File: config.mk
export PLATFORM = sky130hd
export DESIGN_NAME = timer_core_flat
export DESIGN_NICKNAME = d
export VERILOG_FILES = /design/src/rtl/timer_pkg.sv /design/src/rtl/timer_if.sv /design/src/rtl/timer_prescaler.sv /design/src/rtl/timer_core.sv /design/src/flat_wrapper.sv
export SDC_FILE = /design/constraint.sdc
export NUM_CORES = 1
export LEC_CHECK = 0
export ABC_AREA = 1
export CAP_MARGIN = 20
export CORE_MARGIN = 5
export CORE_UTILIZATION = 59
export DETAILED_ROUTE_END_ITERATION = 10
export MAX_ROUTING_LAYER = met4
export PLACE_DENSITY_LB_ADDON = 0.2
export SYNTH_ARGS = -nofsm -noshare
export SYNTH_HDL_FRONTEND = slang
export SYNTH_SLANG_ARGS = --single-unit
File: constraint.sdc
create_clock -name clk -period 2.9 [get_ports clk]
set_input_delay 0.435 -clock clk [delete_from_list [all_inputs] [get_ports clk]]
set_output_delay 0.435 -clock clk [all_outputs]
set_load 0.05 [all_outputs]
File: src/rtl/timer_pkg.sv
// Shared constants and types for timer_core: register offsets, TCR layout and reset values.
package timer_pkg;

  localparam logic [31:0] TCR_OFS   = 32'h00;
  localparam logic [31:0] TDR0_OFS  = 32'h04;
  localparam logic [31:0] TDR1_OFS  = 32'h08;
  localparam logic [31:0] TCMP0_OFS = 32'h0C;
  localparam logic [31:0] TCMP1_OFS = 32'h10;
  localparam logic [31:0] TIER_OFS  = 32'h14;
  localparam logic [31:0] TISR_OFS  = 32'h18;

  localparam int unsigned TCR_EN_BIT    = 0;
  localparam int unsigned TCR_DIVEN_BIT = 1;
  localparam int unsigned TCR_DIV_LSB   = 8;
  localparam int unsigned TCR_DIV_MSB   = 11;

  typedef struct packed {
    logic [3:0] div_val;
    logic       div_en;
    logic       timer_en;
  } tcr_t;

  localparam tcr_t TCR_RST = '{div_val: 4'd1, div_en: 1'b0, timer_en: 1'b0};

  function automatic logic [31:0] tcr_pack(tcr_t t);
    logic [31:0] v;
    v = '0;
    v[TCR_EN_BIT]                  = t.timer_en;
    v[TCR_DIVEN_BIT]               = t.div_en;
    v[TCR_DIV_MSB:TCR_DIV_LSB]     = t.div_val;
    return v;
  endfunction

endpackage

File: src/rtl/timer_if.sv
// Simple memory-mapped peripheral bus between the bridge (master) and timer_core (slave).
interface timer_if;
  logic [31:0] addr;
  logic        wr_en;
  logic [31:0] wdata;
  logic [31:0] rdata;
  logic        irq;

  modport master (output addr, output wr_en, output wdata, input rdata, input irq);
  modport slave  (input addr, input wr_en, input wdata, output rdata, output irq);
endinterface

File: src/rtl/timer_prescaler.sv
// Power-of-two prescaler: tick every cycle, or once per 2^div_val cycles when div_en is set.
module timer_prescaler (
  input  logic       clk,
  input  logic       rst_n,
  input  logic       i_timer_en,
  input  logic       i_div_en,
  input  logic [3:0] i_div_val,
  input  logic       i_clr,
  input  logic       i_hold,
  output logic       o_tick
);

  logic [15:0] r_psc;
  logic [15:0] w_term;

  assign w_term = (16'd1 << i_div_val) - 16'd1;
  assign o_tick = !i_div_en || (r_psc == w_term);

  // A clear (timer off or TCR write) beats hold so a reconfigure always restarts the phase.
  always_ff @(posedge clk or negedge rst_n) begin
    if (!rst_n) begin
      r_psc <= '0;
    end else if (!i_timer_en || i_clr) begin
      r_psc <= '0;
    end else if (i_hold) begin
      r_psc <= r_psc;
    end else if (!i_div_en || o_tick) begin
      r_psc <= '0;
    end else begin
      r_psc <= r_psc + 16'd1;
    end
  end

endmodule

File: src/rtl/timer_core.sv
// Timer core: TCR, prescaled free-running counter, compare and sticky match interrupt.
// Optional macro TIMER_HALT_EN adds the i_dbg_halt counter-freeze input.
module timer_core
  import timer_pkg::*;
#(
  parameter logic [31:0] BASE_ADDR = 32'h2000_0000,
  parameter int unsigned CNT_W     = 64,
  parameter int unsigned DIV_MAX   = 8
) (
  input  logic clk,
  input  logic rst_n,
`ifdef TIMER_HALT_EN
  input  logic i_dbg_halt,
`endif
  timer_if.slave bus
);

  localparam logic [3:0] DIV_MAX_V = 4'(DIV_MAX);
  localparam bit         HAS_HI    = (CNT_W > 32);

  tcr_t             r_tcr;
  logic [CNT_W-1:0] r_cnt;
  logic [CNT_W-1:0] r_cmp;
  logic             r_int_en;
  logic             r_int_st;

  logic [31:0]      w_ofs;
  logic             w_wr_tcr, w_wr_tdr0, w_wr_tdr1, w_wr_tcmp0, w_wr_tcmp1;
  logic             w_wr_tier, w_clr_st;
  logic             w_tick, w_halt, w_match;
  logic [63:0]      w_cnt64, w_cmp64;
  logic [CNT_W-1:0] w_cnt_d, w_cmp_d;

`ifdef TIMER_HALT_EN
  assign w_halt = i_dbg_halt;
`else
  assign w_halt = 1'b0;
`endif

  assign w_ofs      = bus.addr - BASE_ADDR;
  assign w_wr_tcr   = bus.wr_en && (w_ofs == TCR_OFS);
  assign w_wr_tdr0  = bus.wr_en && (w_ofs == TDR0_OFS);
  assign w_wr_tdr1  = bus.wr_en && (w_ofs == TDR1_OFS) && HAS_HI;
  assign w_wr_tcmp0 = bus.wr_en && (w_ofs == TCMP0_OFS);
  assign w_wr_tcmp1 = bus.wr_en && (w_ofs == TCMP1_OFS) && HAS_HI;
  assign w_wr_tier  = bus.wr_en && (w_ofs == TIER_OFS);
  assign w_clr_st   = bus.wr_en && (w_ofs == TISR_OFS) && bus.wdata[0];

  // Widen to 64 bits so the high-half slices stay legal when CNT_W is 32.
  assign w_cnt64 = 64'(r_cnt);
  assign w_cmp64 = 64'(r_cmp);
  assign w_match = (r_cnt == r_cmp);

  timer_prescaler u_prescaler (
    .clk        (clk),
    .rst_n      (rst_n),
    .i_timer_en (r_tcr.timer_en),
    .i_div_en   (r_tcr.div_en),
    .i_div_val  (r_tcr.div_val),
    .i_clr      (w_wr_tcr),
    .i_hold     (w_halt),
    .o_tick     (w_tick)
  );

  always_comb begin
    w_cnt_d = r_cnt;
    if (w_wr_tdr0) begin
      w_cnt_d = CNT_W'({w_cnt64[63:32], bus.wdata});
    end else if (w_wr_tdr1) begin
      w_cnt_d = CNT_W'({bus.wdata, w_cnt64[31:0]});
    end else if (r_tcr.timer_en && w_tick && !w_halt) begin
      w_cnt_d = r_cnt + CNT_W'(1);
    end
  end

  always_comb begin
    w_cmp_d = r_cmp;
    if (w_wr_tcmp0) begin
      w_cmp_d = CNT_W'({w_cmp64[63:32], bus.wdata});
    end else if (w_wr_tcmp1) begin
      w_cmp_d = CNT_W'({bus.wdata, w_cmp64[31:0]});
    end
  end

  always_ff @(posedge clk or negedge rst_n) begin
    if (!rst_n) begin
      r_tcr    <= TCR_RST;
      r_cnt    <= '0;
      r_cmp    <= '1;
      r_int_en <= 1'b0;
      r_int_st <= 1'b0;
    end else begin
      if (w_wr_tcr) begin
        r_tcr.timer_en <= bus.wdata[TCR_EN_BIT];
        r_tcr.div_en   <= bus.wdata[TCR_DIVEN_BIT];
        if (bus.wdata[TCR_DIV_MSB:TCR_DIV_LSB] <= DIV_MAX_V) begin
          r_tcr.div_val <= bus.wdata[TCR_DIV_MSB:TCR_DIV_LSB];
        end
      end
      r_cnt <= w_cnt_d;
      r_cmp <= w_cmp_d;
      if (w_wr_tier) begin
        r_int_en <= bus.wdata[0];
      end
      // Match wins over a same-cycle clear.
      r_int_st <= w_match || (r_int_st && !w_clr_st);
    end
  end

  always_comb begin
    bus.rdata = '0;
    case (w_ofs)
      TCR_OFS:   bus.rdata = tcr_pack(r_tcr);
      TDR0_OFS:  bus.rdata = w_cnt64[31:0];
      TDR1_OFS:  bus.rdata = w_cnt64[63:32];
      TCMP0_OFS: bus.rdata = w_cmp64[31:0];
      TCMP1_OFS: bus.rdata = w_cmp64[63:32];
      TIER_OFS:  bus.rdata = {31'd0, r_int_en};
      TISR_OFS:  bus.rdata = {31'd0, r_int_st};
      default:   bus.rdata = '0;
    endcase
  end

  assign bus.irq = r_int_st && r_int_en;

endmodule

File: src/flat_wrapper.sv
// flat-port wrapper written by rule: the top's interface ports become plain ports
module timer_core_flat import timer_pkg::*;
#(
  parameter logic [31:0] BASE_ADDR = 32'h2000_0000,
  parameter int unsigned CNT_W     = 64,
  parameter int unsigned DIV_MAX   = 8
)
  (clk, rst_n, bus_addr, bus_wr_en, bus_wdata, bus_rdata, bus_irq);
  timer_if bus_i ();
  input  logic clk;
  input  logic rst_n;
  input wire logic [$bits(bus_i.addr)-1:0] bus_addr;
  input wire logic [$bits(bus_i.wr_en)-1:0] bus_wr_en;
  input wire logic [$bits(bus_i.wdata)-1:0] bus_wdata;
  output wire logic [$bits(bus_i.rdata)-1:0] bus_rdata;
  output wire logic [$bits(bus_i.irq)-1:0] bus_irq;
  assign bus_i.addr = bus_addr;
  assign bus_i.wr_en = bus_wr_en;
  assign bus_i.wdata = bus_wdata;
  assign bus_rdata = bus_i.rdata;
  assign bus_irq = bus_i.irq;
  timer_core #(.BASE_ADDR(BASE_ADDR), .CNT_W(CNT_W), .DIV_MAX(DIV_MAX)) u_core (.clk(clk), .rst_n(rst_n), .bus(bus_i));
endmodule
==> flow_summary.ini <==
[power_and_ir_drop]
p_switching_uw = 1090
swShare = 0.221
comb_power_share = 0.046
design_power_total_uw = 4940
p_seq_frac = 0.430
leakage_uw = 0.00585
p_clk_frac = 0.524
peakVddDrop_v = 0.000360
power.density_mw_per_mm2 = 352
p_int_uw = 3850

[die]
core-area_mm2 = 0.0187
num_rows = 50
die_h_um = 148
io_pins = 100
dieWidth_um = 148
die_area_mm2 = 0.0219
start_util = 0.601

[flow_run]
drv_cap = 0

[routing]
drcViolationCount = 0
wl_per_cell_um = 20.8
drtPass1Iterations = 9
wirelength_um = 42000
drt_iter0_drc = 1624
vias = 12500
antenna_left = 0
vias_per_cell = 6.15

[global_routing]
grt-ovfl-total = 0
grt_pass1_vias = 11900
grt_pass1_wl_um = 66200
grt_antenna_before_repair = 0
grt_max_degree = 153
grt_usage = 0.396

[sta]
hold_viol_final = 0
worst_slew_pin_slew_ns = 0.853
finClkSkew_ns = 0.0105
setup_viol = 0
fin_crit_sh = 0.986
slew_headroom = 0.432
fmax_mhz = 350
slew_viol_final = 0
fin_crit_ns = 2.86
rsz0062_at_grt = yes

[yosys]
async_flop_share = 1.00
synth_top_area_frac = 0.194
ys_warn_count = 0
synth.distinct_cells = 40
synth_edf_count = 0
ys_ff_latch = 152
ys_seq_area_frac = 0.346
synth_area_leaders = dfrtp_1 (19%), nand2_1 (18%), dfstp_2 (15%)
syn_inst = 1675
synth_nets = 1746
avgSynthCellArea_um2 = 6.71
synth_largest_area_cell = dfrtp_1
netlist_area_mm2 = 0.0112
synth_flop_cell = dfrtp_1

[clocking]
cts_sinks = 152
cts.path.max_buffers = 2
cts-root-buf = clkbuf_16
cts_buffers = 17
cts_tree = yes
worstSkewPairLatency_ns = 0.44
cts.clk_slew.worst_paths_ns = 0.06
htree_levels = 4

[worst_setup_path]
cp_max_fo = 4
cp.arrival_ns = 2.42
cp-start-kind = input pin
criticalPathCategory = input pin to primary output
required_ns = 2.47
end_kind = primary output

[finish]
instances_no_fill = 2026
diodes = 0
drive_above_1_share = 0.156
nets = 1850
area_growth_pct = 24.9

[placement]
io_buffer_count = 99
finalWeightedCongestion = 1.03
hpwl_um = 30700
placed_cells = 1978

[status]
outcome = completed

[worst_hold_path]
min_path_type = input pin to async pin
-- Yosys cell counts (all sizes together), types with 46 or more instances --
master,number
clkbuf,49
nand3,149
dfstp,65
inv,159
nand2,548
nand4,46
xnor2,58
nor2,146
o21ai,124
xor2,59
nor3,57
dfrtp,87
-- critical path, stage by stage --
cell             delay, ns
clkdlybuf4s50_1       0.43
nor2_1                0.12
nand4_1               0.09
buf_4                 0.18
nor2_4                0.13
nand2_4               0.10
nor2_4                0.19
buf_6                 0.14
buf_6                 0.10
nand2_4               0.05
nand2_2               0.08
nor2_2                0.05
a21oi_2               0.18
buf_12                0.16
-- through the flow --
step | cell area (um2) | worst slack, ns | utilization | hold WS (ns) | setup TNS (ns)
3_5_place_dp | 13100 | -0.193 | 0.700 | 0.489 | -4.73
5_1_grt | 14000 | -0.0474 | 0.750 | 0.204 | -0.383
2_1_floorplan | 11200 | -0.0168 | - | 0.139 | -0.168
6_report | 14000 | 0.0419 | 0.750 | 0.108 | 0
3_3_place_gp | 13100 | -0.117 | 0.700 | 0.477 | -2.30
4_1_cts | 13900 | 0.00142 | 0.743 | 0.159 | 0
-- layout make-up --
type                       instances  area, um2
fill                            1434       4670
clock buffer                      20        437
clock inverter                    12        225
sequential                       152       3890
timing repair buffer             177       2120
inverter                         160        603
tap                              234        293
multi-input combinational       1271       6470
-- power by group through the flow --
stage               Sequential (uW)  Clock (uW)  Combinational (uW)
finish                         2120        2590                 226
global placement               2160           0                 214
global route                   2120        2660                 245
floorplan                      2160           0                39.3
detailed placement             2160           0                 218
CTS                            2130        2570                 216
-- what timing repair did --
action / 4_1_cts / 5_1_grt
hold buffers: 0 / 0
resized for setup: 50 / 36
endpoints found under the hold margin: 0 / 0
buffers inserted: 9 / 8
pin swaps: 24 / 20
endpoints found under the setup margin: 32 / 87
gates cloned: 1 / 0
-- logic make-up (layout without fill, tap and decap cells) --
logic type	count (synthesis)	after routing	synth area share
compound gates	183	183	0.0925
xor+xnor	117	117	0.0912
fa+ha+maj	4	4	0.00445
buf+inv	252	369	0.0923
flops	152	152	0.346
simple gates	967	967	0.374
-- worst paths after layout --
kind / startpoint / endpoint / slack (ns) / cells past startpoint
worst max-delay path: bus_addr[8] / bus_rdata[11] / 0.04 / 14
worst min-delay path: rst_n / u_core.u_prescaler.r_psc[4] / 0.11 / 2
worst max register to register: u_core.r_tcr[3] / u_core.r_cnt[57] / 0.24 / 19
worst min register to register: u_core.r_cmp[12] / u_core.r_cmp[12] / 0.50 / 2
max in group asynchronous: rst_n / u_core.r_cnt[53] / 2.13 / 2
min in group clk: u_core.r_cmp[12] / u_core.r_cmp[12] / 0.50 / 2
-- state kept, by name, indices dropped and copies added, names as in the netlist --
register and flops:
u_core.r_cmp 64, u_core.r_cnt 64, u_core.r_int_en 1, u_core.r_int_st 1
u_core.r_tcr 6, u_core.u_prescaler.r_psc 16
-- cells in the final DEF, fill, tap and decap left out, drive strengths merged --
cell type / count
nor2: 146
and2: 1
a31oi: 1
ha: 4
inv: 161
clkdlybuf4s15: 10
clkdlybuf4s50: 47
nand3b: 5
nor3b: 1
o21ai: 124
nor4: 10
dlygate4sd2: 4
clkinv: 5
nand3: 149
clkbuf: 24
dfstp: 65
xor2: 59
o211ai: 1
nand4: 46
bufinv: 6
o2111ai: 24
buf: 111
o22ai: 22
or2: 4
dfrtp: 87
dlymetal6s2s: 1
o31ai: 1
a21oi: 10
nor3: 57
xnor2: 58
nand2: 548
-- per-layer routing --
layer | share of wire | track usage | up-vias
li1 | - | - | 5621
met1 | 0.39 | 0.516 | 5822
met2 | 0.45 | 0.601 | 840
met3 | 0.12 | 0.0953 | 168
met4 | 0.043 | 0.155 | 0
met5 | 0 | - | -
No activity file was read; power rests on OpenSTA's default activity.
